File: src/rtl/joy_db15_pkg.sv
// joy_db15_pkg
//   Shared constants, state encoding and frame-building helper for the DB15
//   joystick serial responder.
//   - FRAME_BITS  : bits per host frame (two players)
//   - PLAYER_BITS : button/direction bits per player
//   - CNT_W       : width of the frame bit counter
//   - db15_tx_state_t : responder state encoding
//   - build_frame() : packs both players into the active-low shift image
package joy_db15_pkg;

    localparam int FRAME_BITS  = 24;
    localparam int PLAYER_BITS = 12;
    localparam int CNT_W       = 5;

    typedef enum logic [1:0] {
        IDLE,
        LOAD,
        SHIFT,
        DONE
    } db15_tx_state_t;

    // Bit 0 of the result leaves first: player 1 bit 0 up to player 2 bit 11.
    // Inputs are active-high, the wire is active-low, hence the inversion.
    function automatic logic [FRAME_BITS-1:0] build_frame(
        input logic [PLAYER_BITS-1:0] j1,
        input logic [PLAYER_BITS-1:0] j2
    );
        return {~j2, ~j1};
    endfunction

endpackage

File: src/rtl/joy_db15_tx_sync_filter_edge.sv
// sync_filter_edge
//   Brings an asynchronous strobe into the clk domain, rejects pulses that
//   do not hold for FILTER consecutive samples, and flags accepted edges.
//   Ports:
//     clk      in   system clock
//     reset    in   asynchronous active-high reset (level resets to 1)
//     async_in in   raw asynchronous strobe
//     level    out  filtered, accepted level (registered)
//     rise     out  accepted 0->1 change this cycle (combinational)
//     fall     out  accepted 1->0 change this cycle (combinational)
//   rise/fall are asserted in the same cycle that level is about to update,
//   so a consumer registering on them adds no extra cycle: total latency from
//   the pin to the consumer's register is SYNC_STAGES + FILTER.
module sync_filter_edge #(
    parameter int SYNC_STAGES = 2,
    parameter int FILTER      = 2
) (
    input  logic clk,
    input  logic reset,
    input  logic async_in,
    output logic level,
    output logic rise,
    output logic fall
);

    localparam int CW = (FILTER > 1) ? $clog2(FILTER + 1) : 1;

    logic [SYNC_STAGES-1:0] sync_reg;
    logic                   level_reg;
    logic [CW-1:0]          cnt_reg;
    logic                   synced;
    logic                   accept;

    always_ff @(posedge clk or posedge reset) begin
        if (reset) begin
            sync_reg <= '1;
        end else begin
            sync_reg <= {sync_reg[SYNC_STAGES-2:0], async_in};
        end
    end

    assign synced = sync_reg[SYNC_STAGES-1];

    // cnt_reg counts how many previous samples already disagreed with the
    // accepted level; the FILTER-th disagreeing sample is accepted.
    assign accept = (synced != level_reg) && (cnt_reg == CW'(FILTER - 1));

    always_ff @(posedge clk or posedge reset) begin
        if (reset) begin
            level_reg <= 1'b1;
            cnt_reg   <= '0;
        end else if (synced == level_reg) begin
            cnt_reg <= '0;
        end else if (accept) begin
            level_reg <= synced;
            cnt_reg   <= '0;
        end else begin
            cnt_reg <= cnt_reg + CW'(1);
        end
    end

    assign level = level_reg;
    assign rise  = accept & synced;
    assign fall  = accept & ~synced;

endmodule

File: src/rtl/joy_db15_tx.sv
// joy_db15_tx
//   Emulates the parallel-in/serial-out shift chain of a two-player DB15
//   adapter, answering host JOY_LOAD/JOY_CLK strobes on JOY_DATA.
//   Ports:
//     clk        in   system clock
//     reset      in   asynchronous active-high reset
//     joystick1  in   player-1 states, 1 = pressed
//     joystick2  in   player-2 states, 1 = pressed
//     JOY_LOAD   in   host load strobe, active low, asynchronous
//     JOY_CLK    in   host shift clock, rising edge, asynchronous
//     JOY_DATA   out  serial data, active low, registered
//     frame_done out  one-cycle pulse after the 24th bit is shifted out
//     overrun    out  sticky: host clocked past the end of the frame
module joy_db15_tx
    import joy_db15_pkg::*;
#(
    parameter int SYNC_STAGES = 2,
    parameter int FILTER      = 2
) (
    input  logic                   clk,
    input  logic                   reset,
    input  logic [PLAYER_BITS-1:0] joystick1,
    input  logic [PLAYER_BITS-1:0] joystick2,
    input  logic                   JOY_LOAD,
    input  logic                   JOY_CLK,
    output logic                   JOY_DATA,
    output logic                   frame_done,
    output logic                   overrun
);

    logic load_level;
    logic load_rise;
    logic load_fall;
    logic clk_level;
    logic clk_rise;
    logic clk_fall;

    sync_filter_edge #(
        .SYNC_STAGES (SYNC_STAGES),
        .FILTER      (FILTER)
    ) u_load_sync (
        .clk      (clk),
        .reset    (reset),
        .async_in (JOY_LOAD),
        .level    (load_level),
        .rise     (load_rise),
        .fall     (load_fall)
    );

    sync_filter_edge #(
        .SYNC_STAGES (SYNC_STAGES),
        .FILTER      (FILTER)
    ) u_clk_sync (
        .clk      (clk),
        .reset    (reset),
        .async_in (JOY_CLK),
        .level    (clk_level),
        .rise     (clk_rise),
        .fall     (clk_fall)
    );

    db15_tx_state_t         state_reg,      state_next;
    logic [FRAME_BITS-1:0]  shift_reg,      shift_next;
    logic [CNT_W-1:0]       bit_cnt_reg,    bit_cnt_next;
    logic                   data_reg,       data_next;
    logic                   frame_done_reg, frame_done_next;
    logic                   overrun_reg,    overrun_next;

    logic [FRAME_BITS-1:0]  shifted;
    logic                   load_active;

    // Load is held (filtered level low) unless its release is being accepted
    // this very cycle; a newly accepted fall also counts. Load takes priority
    // over any JOY_CLK edge accepted in the same cycle.
    assign load_active = load_fall | (~load_level & ~load_rise);

    // Shift towards bit 0; vacated bits read as "not pressed".
    assign shifted = {1'b1, shift_reg[FRAME_BITS-1:1]};

    always_ff @(posedge clk or posedge reset) begin
        if (reset) begin
            state_reg      <= IDLE;
            shift_reg      <= '1;
            bit_cnt_reg    <= '0;
            data_reg       <= 1'b1;
            frame_done_reg <= 1'b0;
            overrun_reg    <= 1'b0;
        end else begin
            state_reg      <= state_next;
            shift_reg      <= shift_next;
            bit_cnt_reg    <= bit_cnt_next;
            data_reg       <= data_next;
            frame_done_reg <= frame_done_next;
            overrun_reg    <= overrun_next;
        end
    end

    always_comb begin
        state_next      = state_reg;
        shift_next      = shift_reg;
        bit_cnt_next    = bit_cnt_reg;
        data_next       = data_reg;
        frame_done_next = 1'b0;
        overrun_next    = overrun_reg;

        if (load_active) begin
            // Continuous parallel load: the frame is whatever the inputs
            // hold on the last cycle before the load is released.
            state_next   = LOAD;
            shift_next   = build_frame(joystick1, joystick2);
            data_next    = ~joystick1[0];
            bit_cnt_next = '0;
            overrun_next = 1'b0;
        end else begin
            unique case (state_reg)
                IDLE: begin
                    data_next = 1'b1;
                end
                LOAD: begin
                    if (load_rise) begin
                        state_next = SHIFT;
                    end
                end
                SHIFT: begin
                    if (clk_rise) begin
                        shift_next   = shifted;
                        bit_cnt_next = bit_cnt_reg + CNT_W'(1);
                        if (bit_cnt_reg == CNT_W'(FRAME_BITS - 1)) begin
                            state_next      = DONE;
                            frame_done_next = 1'b1;
                            data_next       = 1'b1;
                        end else begin
                            data_next = shifted[0];
                        end
                    end
                end
                DONE: begin
                    // bit_cnt stays saturated at FRAME_BITS here.
                    data_next = 1'b1;
                    if (clk_rise) begin
                        overrun_next = 1'b1;
                    end
                end
                default: begin
                    state_next = IDLE;
                    data_next  = 1'b1;
                end
            endcase
        end
    end

    assign JOY_DATA   = data_reg;
    assign frame_done = frame_done_reg;
    assign overrun    = overrun_reg;

endmodule

File: config.mk
export PLATFORM = sky130hd
export DESIGN_NAME = joy_db15_tx
export DESIGN_NICKNAME = d
export VERILOG_FILES = /design/src/rtl/joy_db15_pkg.sv /design/src/rtl/joy_db15_tx_sync_filter_edge.sv /design/src/rtl/joy_db15_tx.sv
export SDC_FILE = /design/constraint.sdc
export NUM_CORES = 1
export LEC_CHECK = 0
export ABC_AREA = 1
export BUFFER_PORTS_ARGS = -buffer_cell sky130_fd_sc_hd__buf_2
export CORE_MARGIN = 2
export CORE_UTILIZATION = 50
export DETAILED_ROUTE_END_ITERATION = 8
export GPL_ROUTABILITY_DRIVEN = 0
export HOLD_SLACK_MARGIN = 0.08
export PLACE_DENSITY = 0.71
export SYNTH_ARGS = -nofsm -noshare
export SYNTH_HDL_FRONTEND = slang
export SYNTH_HIERARCHICAL = 1
export SYNTH_SLANG_ARGS = --single-unit
export TNS_END_PERCENT = 50
File: constraint.sdc
create_clock -name clk -period 2.2 [get_ports clk]
set_input_delay 0.22 -clock clk [delete_from_list [all_inputs] [get_ports clk]]
set_output_delay 0.22 -clock clk [all_outputs]
set_load 0.02 [all_outputs]
==> impl_metrics.json, run 1 <==
{
  "post-route-period-util_pct": 91.5,
  "vdd_ir_drop_max_v": 0.000857,
  "cts.sinks": 43,
  "vias": 1662,
  "status": "finished, final reports clean",
  "fin_worst_skew_ns": 0.0108,
  "endpoint": "bit_cnt_reg[4]$_DFFE_PP0P_",
  "worst-path-buf-inv": 3,
  "worstRegToRegCells": 9,
  "maxSlewHeadroom_pct": 65.7,
  "drive_gt1_share_pct": 34.8,
  "grt_pass1_vias": 1572,
  "syn_to_final_growth_pct": 15.0,
  "setup_viol": 0,
  "netlist_area_um2": 2170,
  "cp-end-kind": "flip-flop",
  "root_buffer": "clkbuf_8",
  "yosys_warnings": 6,
  "synthCells": 253,
  "die_area_um2": 4890,
  "powerDensity_nw_per_um2": 1420,
  "hold_viol": 0,
  "worst_hold_path_type": "in2reg",
  "hold_depth": 4,
  "slew_viol_final": 0,
  "antenna-diode-count": 0,
  "wire_per_inst_um": 11.4,
  "max_freq_ghz": 0.497,
  "design_area_um2": 2500,
  "crit_chain": "nand2_1, nor2_1, clkinv_1, o21ai_4, inv_2, o21ai_4, inv_8, nand2_1, o21ai_2",
  "wl_mm": 3.88,
  "rsz0062_at_grt": "false",
  "critical_path_class": "reg2reg",
  "instances_no_fill": 340,
  "maxCapViolCount": 0,
  "cp-start-kind": "flip-flop",
  "chipWidth_um": 69.9,
  "p_leak_nw": 1.21,
  "rrSetupSlack_ns": 0.19,
  "period_needed_ns": 2.01,
  "clk_pin_slew_ns": 0.08,
  "finalSetupTns_ns": 0,
  "gr-usage-met1_pct": 23.1,
  "grt_pass1_wl_mm": 6.80,
  "max_stage_delay_ns": 0.64,
  "multi_input_area_um2": 872,
  "die_h_um": 69.9,
  "ioPinCount": 31,
  "numPortBuffers": 30,
  "start_util_pct": 53.2,
  "critPathTopFamily": "flip-flops",
  "met3_usage_pct": 4.76,
  "num_rows": 23,
  "clk_latency_ns": 0.30,
  "cp_slowest_cell": "dfstp_2",
  "grtUsageTotal_pct": 17.2,
  "worst_slew_pin_slew_ns": 0.512,
  "cts_buffers": 5,
  "grt_most_used_layer": "met2",
  "dpl-instance-area_um2": 2350,
  "cts_setup_buffers": 0,
  "drc": 0,
  "dp_hpwl_mm": 2.62,
  "largest_register_ffs": 23,
  "viasPerCell": 4.89,
  "crit_start": "u_load_sync/level$_DFFE_PP1P_",
  "tritoncts": "built",
  "drtPass1Iterations": 4,
  "grt_use_met2_pct": 26.7,
  "dp_cells": 328,
  "antenna_found_initial": 0,
  "ant_nets": 0,
  "reg2reg_to": "bit_cnt_reg[4]$_DFFE_PP0P_",
  "fillerInstances": 344,
  "avgSynthCellArea_um2": 8.59,
  "globalRouteOverflowTotal": 0,
  "nets": 321,
  "p_total_mw": 3.56,
  "path_depth": 9,
  "critical_path_arrival_ns": 2.20,
  "seqCellArea_um2": 1110,
  "cts.path.max_buffers": 2,
  "drtIter0Drc": 82,
  "required_ns": 2.39,
  "htreeDepth": 2,
  "grt_max_degree": 38,
  "timing.rr.start": "u_load_sync/level$_DFFE_PP1P_",
  "core_area_um2": 4090,
  "synthesis.nets": 285,
  "crit_fanout": 37
}
==> per-stage QoR <==
step	setup WS, ns	hold WS, ns	utilization, %
floorplan	0.573	-0.00366	-
global placement	0.154	0.143	57.5
detailed placement	0.118	0.145	57.5
CTS	0.114	0.123	60.8
global route	0.000993	0.183	61.1
finish	0.187	0.132	61.1
==> where the power goes <==
group	total, mW	switching [mW]	internal (mW)
clock network	0.549	0.263	0.285
logic	1.56	1.00	0.554
registers	1.45	0.171	1.28
==> per-layer routing <==
| metal | wire length, µm | vias up |
|---|---|---|
| met2 | 1820 | 32 |
| met5 | 0 | - |
| met3 | 176 | 6 |
| li1 | - | 875 |
| met1 | 1810 | 749 |
| met4 | 66 | 0 |
==> how the worst min path moves through the flow <==
stage	start	endpoint
after floorplan	reset	u_clk_sync/cnt_reg[0]$_DFF_PP0_
after global placement	reset	u_load_sync/cnt_reg[1]$_DFF_PP0_
after detailed placement	reset	u_load_sync/cnt_reg[1]$_DFF_PP0_
after CTS	joystick2[11]	shift_reg[23]$_DFFE_PP1P_
after global routing	joystick2[11]	shift_reg[23]$_DFFE_PP1P_
final	joystick2[11]	shift_reg[23]$_DFFE_PP1P_
==> worst min-delay path, delay by kind of cell <==
family	cells	cell delay (ns)
AND/OR/NAND/NOR	1	0.04
AO/OA/AOI/OAI	1	0.06
buffers and inverters	2	0.11
==> final cells by class <==
cell class	instances	area share, %
Sequential cell	43	44.6
Clock buffer	7	3.86
Tap cell	50	2.51
Timing Repair Buffer	37	8.42
Multi-Input combinational cell	168	34.9
Inverter	34	5.41
Clock inverter	1	0.301
==> placed cells by master, fill, tap and decap left out, drive strengths merged <==
master       instances
a21oi                1
buf                 34
clkbuf               7
clkinv               1
clkinvlp             1
dfrtp               13
dfstp               30
dlygate4sd3          3
ha                   4
inv                 33
nand2               79
nand3               15
nand4                6
nor2                11
o211ai               1
o21ai               50
xor2                 1
==> timing repair <==
item                       4_1_cts  5_1_grt
setup endpoints to repair        0       20
gates resized for setup          0        2
hold endpoints to repair        17        0
hold buffers                     3        0
Power figures use the tool's default switching activity.
==> inputs of run 2 (changes only) <==
Settings changed: CORE_ASPECT_RATIO set to 1.1.
==> run 2 against run 1 <==
Net effect: register-to-register slack improved by 0.02 ns; sequential cell count unchanged; first-iteration DRC count unchanged; via count decreased by 0.30%; final cell count increased by 0.88%; die area about the same; clock skew decreased by 0.0066 ns; global-route usage decreased by 0.98 points; count of clock-buffer cells in the layout unchanged.
==> impl_metrics.json, run 2 (synthesis results as in run 1) <==
{
  "p_total_mw": 3.49,
  "worstRegToRegCells": 9,
  "globalRouteOverflowTotal": 0,
  "maxSlewHeadroom_pct": 72.4,
  "start_util_pct": 51.4,
  "slew_viol_final": 0,
  "clk_latency_ns": 0.29,
  "maxCapViolCount": 0,
  "drive_gt1_share_pct": 33.9,
  "period_needed_ns": 1.99,
  "ioPinCount": 31,
  "p_leak_nw": 1.20,
  "vias": 1657,
  "hold_viol": 0,
  "core_area_um2": 4220,
  "grt_max_degree": 38,
  "wire_per_inst_um": 10.9,
  "die_area_um2": 4890,
  "drtPass1Iterations": 4,
  "viasPerCell": 4.83,
  "tritoncts": "built",
  "fin_worst_skew_ns": 0.00419,
  "ant_nets": 0,
  "setup_viol": 0,
  "root_buffer": "clkbuf_8",
  "hold_ws_ns": 0.145,
  "cts.path.max_buffers": 2,
  "cp-end-kind": "flip-flop",
  "chipWidth_um": 66.8,
  "htreeDepth": 2,
  "critical_path_arrival_ns": 2.20,
  "powerDensity_nw_per_um2": 1410,
  "finalSetupTns_ns": 0,
  "max_freq_ghz": 0.503,
  "die_h_um": 73.1,
  "hold_depth": 4,
  "cts_setup_buffers": 0,
  "status": "finished, final reports clean",
  "wl_mm": 3.74,
  "num_rows": 25,
  "rrSetupSlack_ns": 0.21,
  "required_ns": 2.41,
  "syn_to_final_growth_pct": 13.8,
  "worst_hold_path_type": "in2reg",
  "drc": 0,
  "vdd_ir_drop_max_v": 0.000611,
  "grtUsageTotal_pct": 16.2,
  "cts.sinks": 43,
  "timing.final.ws_setup_ns": 0.211,
  "grt_pass1_vias": 1425,
  "reg2reg_to": "shift_reg[17]$_DFFE_PP1P_",
  "timing.rr.start": "u_load_sync/level$_DFFE_PP1P_",
  "largest_register_ffs": 23,
  "layout_commonest_cell": "nand2_1",
  "dp_hpwl_mm": 2.55,
  "cts_buffers": 5,
  "antenna_found_initial": 0,
  "hp-start": "joystick2[11]",
  "antenna-diode-count": 0,
  "post-route-period-util_pct": 90.4,
  "clk_pin_slew_ns": 0.07,
  "crit_fanout": 17,
  "critical_path_class": "reg2reg",
  "holdPathEnd": "shift_reg[23]$_DFFE_PP1P_",
  "drtIter0Drc": 82,
  "final_cell_mix": "nand2_1, dfstp_2, buf_2",
  "cp-start-kind": "flip-flop",
  "dp_slack_ns": 0.0911,
  "grt_pass1_wl_mm": 6.06,
  "numPortBuffers": 30,
  "nets": 320,
  "worst_slew_pin_slew_ns": 0.413
}
==> run 2: cell types whose count changed in the layout (fill, tap and decap cells not counted) <==
cell / previous run / this run
inv_8: 1 / 0
clkinvlp_4: 1 / 0
clkbuf_1: 0 / 2
inv_2: 4 / 3
clkbuf_8: 7 / 5
inv_4: 0 / 1
buf_4: 4 / 3
inv_6: 0 / 1
clkinv_2: 0 / 1
==> run 2: how the worst max path moves through the flow <==
stage | start | to | slack (ns) | cells after the start
after floorplan | u_load_sync/level$_DFFE_PP1P_ | bit_cnt_reg[3]$_DFFE_PP0P_ | 0.57 | 10
after global placement | u_load_sync/level$_DFFE_PP1P_ | bit_cnt_reg[3]$_DFFE_PP0P_ | 0.12 | 9
after detailed placement | u_load_sync/level$_DFFE_PP1P_ | shift_reg[17]$_DFFE_PP1P_ | 0.09 | 9
after CTS | u_load_sync/level$_DFFE_PP1P_ | shift_reg[17]$_DFFE_PP1P_ | 0.08 | 9
after global routing | u_load_sync/level$_DFFE_PP1P_ | shift_reg[17]$_DFFE_PP1P_ | -0.02 | 9
final | u_load_sync/level$_DFFE_PP1P_ | shift_reg[17]$_DFFE_PP1P_ | 0.21 | 9
==> run 2: repair_timing <==
item,CTS,global route
setup endpoints to repair,0,28
endpoints found under the hold margin,21,0
hold buffers,3,0
gates resized for setup,0,3
==> run 2: critical path: stages (launching register included) <==
cell      delay (ns)
dfstp_2         0.63
nand2_1         0.10
nor2_1          0.11
clkinv_1        0.19
o21ai_4         0.19
inv_4           0.15
o21ai_4         0.11
buf_4           0.24
nand3_1         0.10
o21ai_0         0.09
==> run 2: per-layer routing <==
metal	vias up	wire length, µm	GRT usage, %	part of all wire [%]
met1	738	1800	21.3	48
met2	27	1710	25.2	46
met5	-	0	0	0
li1	882	-	-	-
met4	0	101	7.71	2.7
met3	10	134	4.01	3.6
==> run 2: power by group <==
group	internal, mW	leakage [nW]	total (mW)	switching (mW)
Clock	0.223	0.0422	0.464	0.241
Sequential	1.28	0.490	1.44	0.159
Combinational	0.554	0.664	1.59	1.04
Total	2.05	1.20	3.49	1.44
==> run 2: layout make-up <==
| type | count | area (µm²) |
|---|---|---|
| Inverter | 34 | 135 |
| Sequential cell | 43 | 1110 |
| Tap cell | 54 | 67.6 |
| Fill cell | 397 | 1750 |
| Clock buffer | 7 | 76.3 |
| Timing Repair Buffer | 36 | 203 |
| Multi-Input combinational cell | 168 | 872 |
| Clock inverter | 1 | 5.00 |
==> run 2: through the flow <==
stage	cells	area, µm²	utilization (%)
3_5_place_dp	331	2350	55.6
6_report	343	2470	58.5
5_1_grt	343	2470	58.5
3_3_place_gp	331	2350	55.6
4_1_cts	342	2460	58.2
2_1_floorplan	253	2170	-
